<file path="src/rtl/assoc_mem64.sv">
// Sparse associative memory: a fully-associative tag/data table that reads absent keys as zero.
// Optional build macro ASSOC_ZERO_FREE_EN: writing zero to a present key frees its entry.
module assoc_mem64 #(
    parameter int unsigned AW    = 64,
    parameter int unsigned DW    = 64,
    parameter int unsigned DEPTH = 16
) (
    input  logic                    clk,
    input  logic                    rst_n,
    input  logic                    wen,
    input  logic                    ren,
    input  logic [DW-1:0]           wdin,
    input  logic [AW-1:0]           addr,
    output logic [DW-1:0]           rdout,
    output logic                    rd_vld,
    output logic                    rd_hit,
    output logic                    full,
    output logic                    ovf,
    output logic [$clog2(DEPTH):0]  count
);

    localparam int unsigned IW = $clog2(DEPTH);
    localparam int unsigned CW = IW + 1;

    logic [DEPTH-1:0] valid_q, valid_d;
    logic [AW-1:0]    tag_q  [DEPTH];
    logic [DW-1:0]    data_q [DEPTH];
    logic [CW-1:0]    count_q, count_d;
    logic             ovf_q, ovf_d;
    logic [DW-1:0]    rdout_q, rdout_d;
    logic             rd_hit_q, rd_hit_d;
    logic             rd_vld_q;

    logic             hit;
    logic [IW-1:0]    hit_idx;
    logic             free_found;
    logic [IW-1:0]    free_idx;
    logic             wr_en;
    logic [IW-1:0]    wr_idx;
    logic             wr_zero;

    // Tags are unique, so at most one entry can match.
    always_comb begin
        hit     = 1'b0;
        hit_idx = '0;
        for (int i = 0; i < DEPTH; i++) begin
            if (valid_q[i] && (tag_q[i] == addr)) begin
                hit     = 1'b1;
                hit_idx = IW'(i);
            end
        end
    end

    // Scan downwards so the lowest-index free entry wins.
    always_comb begin
        free_found = 1'b0;
        free_idx   = '0;
        for (int i = DEPTH - 1; i >= 0; i--) begin
            if (!valid_q[i]) begin
                free_found = 1'b1;
                free_idx   = IW'(i);
            end
        end
    end

`ifdef ASSOC_ZERO_FREE_EN
    assign wr_zero = (wdin == '0);
`else
    assign wr_zero = 1'b0;
`endif

    always_comb begin
        valid_d = valid_q;
        count_d = count_q;
        ovf_d   = ovf_q;
        wr_en   = 1'b0;
        wr_idx  = hit_idx;
        if (wen) begin
            if (hit && wr_zero) begin
                valid_d[hit_idx] = 1'b0;
                count_d          = count_q - CW'(1);
            end else if (hit) begin
                wr_en = 1'b1;
            end else if (wr_zero) begin
                wr_en = 1'b0;
            end else if (free_found) begin
                wr_en             = 1'b1;
                wr_idx            = free_idx;
                valid_d[free_idx] = 1'b1;
                count_d           = count_q + CW'(1);
            end else begin
                ovf_d = 1'b1;
            end
        end
    end

    // Read sees the pre-write table, giving read-before-write on a shared key.
    always_comb begin
        rdout_d  = rdout_q;
        rd_hit_d = rd_hit_q;
        if (ren) begin
            rdout_d  = hit ? data_q[hit_idx] : '0;
            rd_hit_d = hit;
        end
    end

    always_ff @(posedge clk) begin
        if (!rst_n) begin
            valid_q  <= '0;
            count_q  <= '0;
            ovf_q    <= 1'b0;
            rdout_q  <= '0;
            rd_hit_q <= 1'b0;
            rd_vld_q <= 1'b0;
        end else begin
            valid_q  <= valid_d;
            count_q  <= count_d;
            ovf_q    <= ovf_d;
            rdout_q  <= rdout_d;
            rd_hit_q <= rd_hit_d;
            rd_vld_q <= ren;
        end
    end

    always_ff @(posedge clk) begin
        if (rst_n && wr_en) begin
            tag_q[wr_idx]  <= addr;
            data_q[wr_idx] <= wdin;
        end
    end

    assign rdout  = rdout_q;
    assign rd_vld = rd_vld_q;
    assign rd_hit = rd_hit_q;
    assign ovf    = ovf_q;
    assign count  = count_q;
    assign full   = (count_q == CW'(DEPTH));

endmodule

</file>
<file path="config.mk">
export PLATFORM = sky130hd
export DESIGN_NAME = assoc_mem64
export DESIGN_NICKNAME = d
export VERILOG_FILES = /design/src/rtl/assoc_mem64.sv
export SDC_FILE = /design/constraint.sdc
export NUM_CORES = 2
export LEC_CHECK = 0
export BUFFER_PORTS_ARGS = -buffer_cell sky130_fd_sc_hd__buf_4
export CORE_UTILIZATION = 58
export CTS_BUF_LIST = sky130_fd_sc_hd__clkbuf_2 sky130_fd_sc_hd__clkbuf_4 sky130_fd_sc_hd__clkbuf_8
export CTS_CLUSTER_DIAMETER = 200
export DETAILED_ROUTE_END_ITERATION = 8
export GPL_TIMING_DRIVEN = 0
export HOLD_SLACK_MARGIN = 0.08
export PLACE_DENSITY = 0.85
export REMOVE_ABC_BUFFERS = 1
export SYNTH_ARGS = -nofsm -noshare
export SYNTH_HDL_FRONTEND = slang
export SYNTH_SLANG_ARGS = --single-unit
</file>
<file path="constraint.sdc">
create_clock -name clk -period 12 [get_ports clk]
set_input_delay 1.2 -clock clk [delete_from_list [all_inputs] [get_ports clk]]
set_output_delay 1.2 -clock clk [all_outputs]
set_load 0.02 [all_outputs]
</file>
======== Word-level counts from Yosys, hierarchy flattened ========
Memory sizes are Yosys's and may differ from the RTL's.
Cells that the tools add are included.
cells by class
  reduce and logical (&&, ||, !) cells .... 20
  bitwise logic cells ..................... 3
  equality and inequality tests ........... 17
  order comparisons ....................... 2
  muxes and demuxes ....................... 74
  $add $sub $neg .......................... 1
operator list
  kind                                                                    count
  64-bit equality test                                                    16
  4-bit two-way mux                                                       32
  64-bit two-way mux                                                      1
  1-bit two-way mux                                                       39
  1-bit logical AND                                                       18
  16-bit OR                                                               1
  3-bit AND reduction                                                     2
  5-bit by 1-bit adder with 5-bit output (second input constant)          1
  5-bit equality test (second input constant)                             1
  4-bit by 5-bit < comparator with 1-bit output (second input constant)   1
  1-bit demux with 4-bit select                                           1
  4-bit by 1-bit >= comparator with 1-bit output (second input constant)  1
  2-bit two-way mux                                                       1
  1-bit NOT                                                               2
storage, ports and cells
  word-level logic and storage cells ...... 125
  memories kept ........................... 2
  register bits ........................... 88
  RAM bits ................................ 2048
memory list
  memory  depth  width  rd ports  clocked after memory_dff  wr ports  line  text
  data_q  16     64     1         0                         1         27    logic [DW-1:0] data_q [DEPTH];
  tag_q   16     64     16        0                         1         26    logic [AW-1:0] tag_q [DEPTH];

======== Depth between registers and ports, before layout ========
An unclocked memory read counts as a cell.
  depth in word-level cells ............... 24
  depth in mapped cells ................... 18

======== Worst setup path after synthesis ========
Ideal clock, no wire load.
  kind .................................... input -> register
  start point ............................. input addr[57]
  end point ............................... memory data_q[0][0], enable pin
  arrival ................................. 9.495 ns
  buffers on the path ..................... 4
  cell stages on the path ................. 16
  setup slack ............................. 1.889 ns
  data required time ...................... 11.383 ns
  cells stage by stage .................... buf_2 xor2_1 or2_0 or4_1 or4_1 nor2_1 o21bai_1 a21oi_1 o2111a_1 buf_4 buf_2 nor2_1 buf_4 nor2_1 a21oi_1 nor2_1
between the ends
  cells in the longest elaborated chain, start to end .. 23
ends and longest elaborated chain
  element                                  line  text
  start: declaration                       13    input logic [AW-1:0] addr,
  64-bit equality test                     47    if (valid_q[i] && (tag_q[i] == addr)) begin
  1-bit logical AND                        47
  1-bit two-way mux (16 in series)         47
  1-bit two-way mux                        82    end else if (hit) begin
  1-bit two-way mux                        78    if (wen) begin
  1-bit logical AND                        126   if (rst_n && wr_en) begin
  1-bit two-way mux                        126
  1-bit two-way mux (not written as such)  128   data_q[wr_idx] <= wdin;
  end: declaration                         27
Several ways; a longest one is shown, not always the timed one.

======== Final worst setup path ========
  start point ............................. input addr[47]
  end point ............................... memory data_q[7][41], enable pin
The elaborated chain is that of the path after synthesis.

==> metrics.yaml <==
yosys.cell_types.count: 84
portBuffers: 204
placementRows: 144
status: "completed"
wl_met3_um: 42400
hold_viol_final: 0
boundaryPins: 205
synth-edff-count: 2048
total_power_mw: 15.2
synth_fa_ha_area_share_pct: 0.0275
rsz0062_at_grt: "false"
worst_path_max_delay_cell: "nor2_2"
m1WireLength_um: 98000
seq_area_frac_synth_pct: 69.6
path_max_fanout: 75
synth_area_leaders: "edfxtp_1 (68%), xnor2_1 (4.9%), mux2i_1 (2.8%), xor2_1 (2.6%), nand4_1 (2.0%)"
postCtsHoldBufs: 0
synthMuxAreaShare_pct: 2.83
vdd.ir_drop.worst_mv: 0.149
synth_warnings: 0
fmax_mhz: 119
cp.buffers_inverters: 5
ys_async_sr_fraction_pct: 0
synth_top_family_by_area: "simple AND/OR/NAND/NOR gates"
ant_nets: 0
ff2ff_path_depth: 15
gp_congestion: 0.948
cp.depth: 15
num_vias: 62200
hold_path_class: "in2reg"
skew_ns: 0.109
wl_met2_um: 126000
cp-end-kind: "register"
ys.flop_type: "edfxtp_1"
synth_top_area_cell: "edfxtp_1"
cp_top_family: "simple AND/OR/NAND/NOR gates"
fill_cells: 9660
grt_pass1_wl_um: 410000
setup_violations: 0
synthCells: 6259
slew_viol_final: 0
tightest_slew_ns: 1.35
critPathKind: "in2reg"
grt_pass1_vias: 62000
die-area_um2: 158000
clockRootBuffer: "clkbuf_8"
syn2layout_area_growth_pct: 14.0
grt.overflow.total: 0
antenna_found_initial: 10
critPathRequiredTime_ns: 12.69
synth-compound-area-share_pct: 6.98
drv_cap: 0
fp.dieW_um: 398
syn_avg_cell_area_um2: 14.5
clock_path_buffers: 4
synthSimpleGateAreaFrac_pct: 11.0
via_per_inst: 6.97
cts_htree_levels: 5
worst-endpoint-arrival_ns: 9.11
start_util_pct: 58.7
drive_gt1_share_pct: 14.1
grt.total_usage_pct: 35.7
clkSlewWorstSetupHoldPaths_ns: 0.07
wl_per_cell_um: 32.0
clkSinkCount: 2136
clk_latency_ns: 1.09
synth-xor-area-share_pct: 7.49
cts_tree: "built"
worstHoldPathCells: 1
synth_top_area_share_pct: 67.6
cts_setup_buffers: 0
dr.pass1.iters: 7
die_h_um: 398
finalCritPeriodShare_pct: 70.2
nNetsFinal: 6767
tns_ns: 0
totalWireLength_um: 286000
yosysMostFrequentCell: "edfxtp_1"
drc: 0
synth_seq_cells: 2136
dp_hpwl_um: 160000
powerDensity_nw_per_um2: 147
cts_resized: 0
path_cells: "buf_4 -> inv_1 -> o2bb2ai_1 -> or4bb_1 -> or3b_2 -> nor3_2 -> o21bai_1 -> a21oi_1 -> o2111a_4 -> buf_16 -> nor2_2 -> a21oi_1 -> nor2_4 -> buf_12 -> buf_12"
grt_max_degree: 105
power.leakage_nw: 32.5
routed.top_layer: "met5"
slew_headroom_pct: 9.25
cp-start-kind: "input pin"
finalWorstPathRequiredPeriod_ns: 8.43
syn_area_um2: 90900
cts_buffers: 344
synth_commonest_cells: "edfxtp_1 (2048), xnor2_1 (505), nand4_1 (295), nand2_1 (284), xor2_1 (271)"
slowest_delay_ns: 0.89
drtIter0Drc: 10500
coreArea_um2: 155000
area by class of cell:
class	count	area [µm²]	area share (%)
diodes	6	15.0	0.0145
clock buffers	494	6070	5.86
well taps	2044	2560	2.47
multi-input cells	3689	26000	25.1
repair buffers	369	4690	4.52
clock inverters	105	733	0.707
flip-flops and latches	2136	63300	61.0
inverters	93	349	0.337
through the flow:
step	instances	instance area [µm²]	hold slack, ns	util (%)	worst slack (ns)
after global placement	8166	93500	0.433	60.4	-14.42
after floorplan	5918	89400	0.484	-	-2.74
after global routing	8933	104000	0.386	67.0	3.86
final	8936	104000	0.404	67.0	3.57
after CTS	8930	104000	0.344	67.0	3.55
after detailed placement	8331	96900	0.442	62.6	2.54
layer usage:
metal  vias to the layer above  track usage [%]
met5                         -                0
met4                         4             21.8
met3                      1370             8.82
met2                      5820             53.7
met1                     30100             46.9
li1                      25000                -
report_power, final:
part,switching [mW],internal [mW],total [mW]
clock network,2.89,3.46,6.34
logic,0.511,0.179,0.690
registers,0.0134,8.19,8.21
total,3.41,11.8,15.2
registers in the layout (all words and copies together), names as in the netlist:
register  flops
data_q     1024
tag_q      1024
rdout        64
valid_q      16
count         5
ovf           1
rd_hit        1
rd_vld        1
final timing paths:
check / slack, ns / endpoint / start
max: 3.57 / data_q[7][41]$_DFFE_PP_ / addr[47]
min: 0.40 / data_q[9][25]$_DFFE_PP_ / wdin[25]
max reg2reg: 4.64 / data_q[0][41]$_DFFE_PP_ / tag_q[2][6]$_DFFE_PP_
min reg2reg: 0.45 / rdout[23]$_SDFFE_PN0P_ / rdout[23]$_SDFFE_PN0P_
kinds of logic (layout without fill, tap and decap cells):
kind of cell	count (synthesis)	count (layout)
buf+inv	434	1061
xor+xnor	777	777
other cells	0	6
mux	257	257
simple gates	1764	1764
flops	2136	2136
fa+ha+maj	2	2
compound gates	889	889
cells in the final DEF, fill, tap and decap left out, types with 130 or more instances in the layout:
| cell type | instances |
|---|---|
| buf_4 | 215 |
| nand2b_1 | 252 |
| nand4_1 | 295 |
| nand2_1 | 284 |
| o21ai_0 | 254 |
| mux2i_1 | 257 |
| xnor2_1 | 505 |
| nand3_1 | 203 |
| a31oi_1 | 130 |
| xor2_1 | 271 |
| clkbuf_8 | 378 |
| edfxtp_1 | 2048 |
| nor4_1 | 184 |
| nor2b_1 | 183 |
Note: power is estimated with default switching activity, not from simulation.
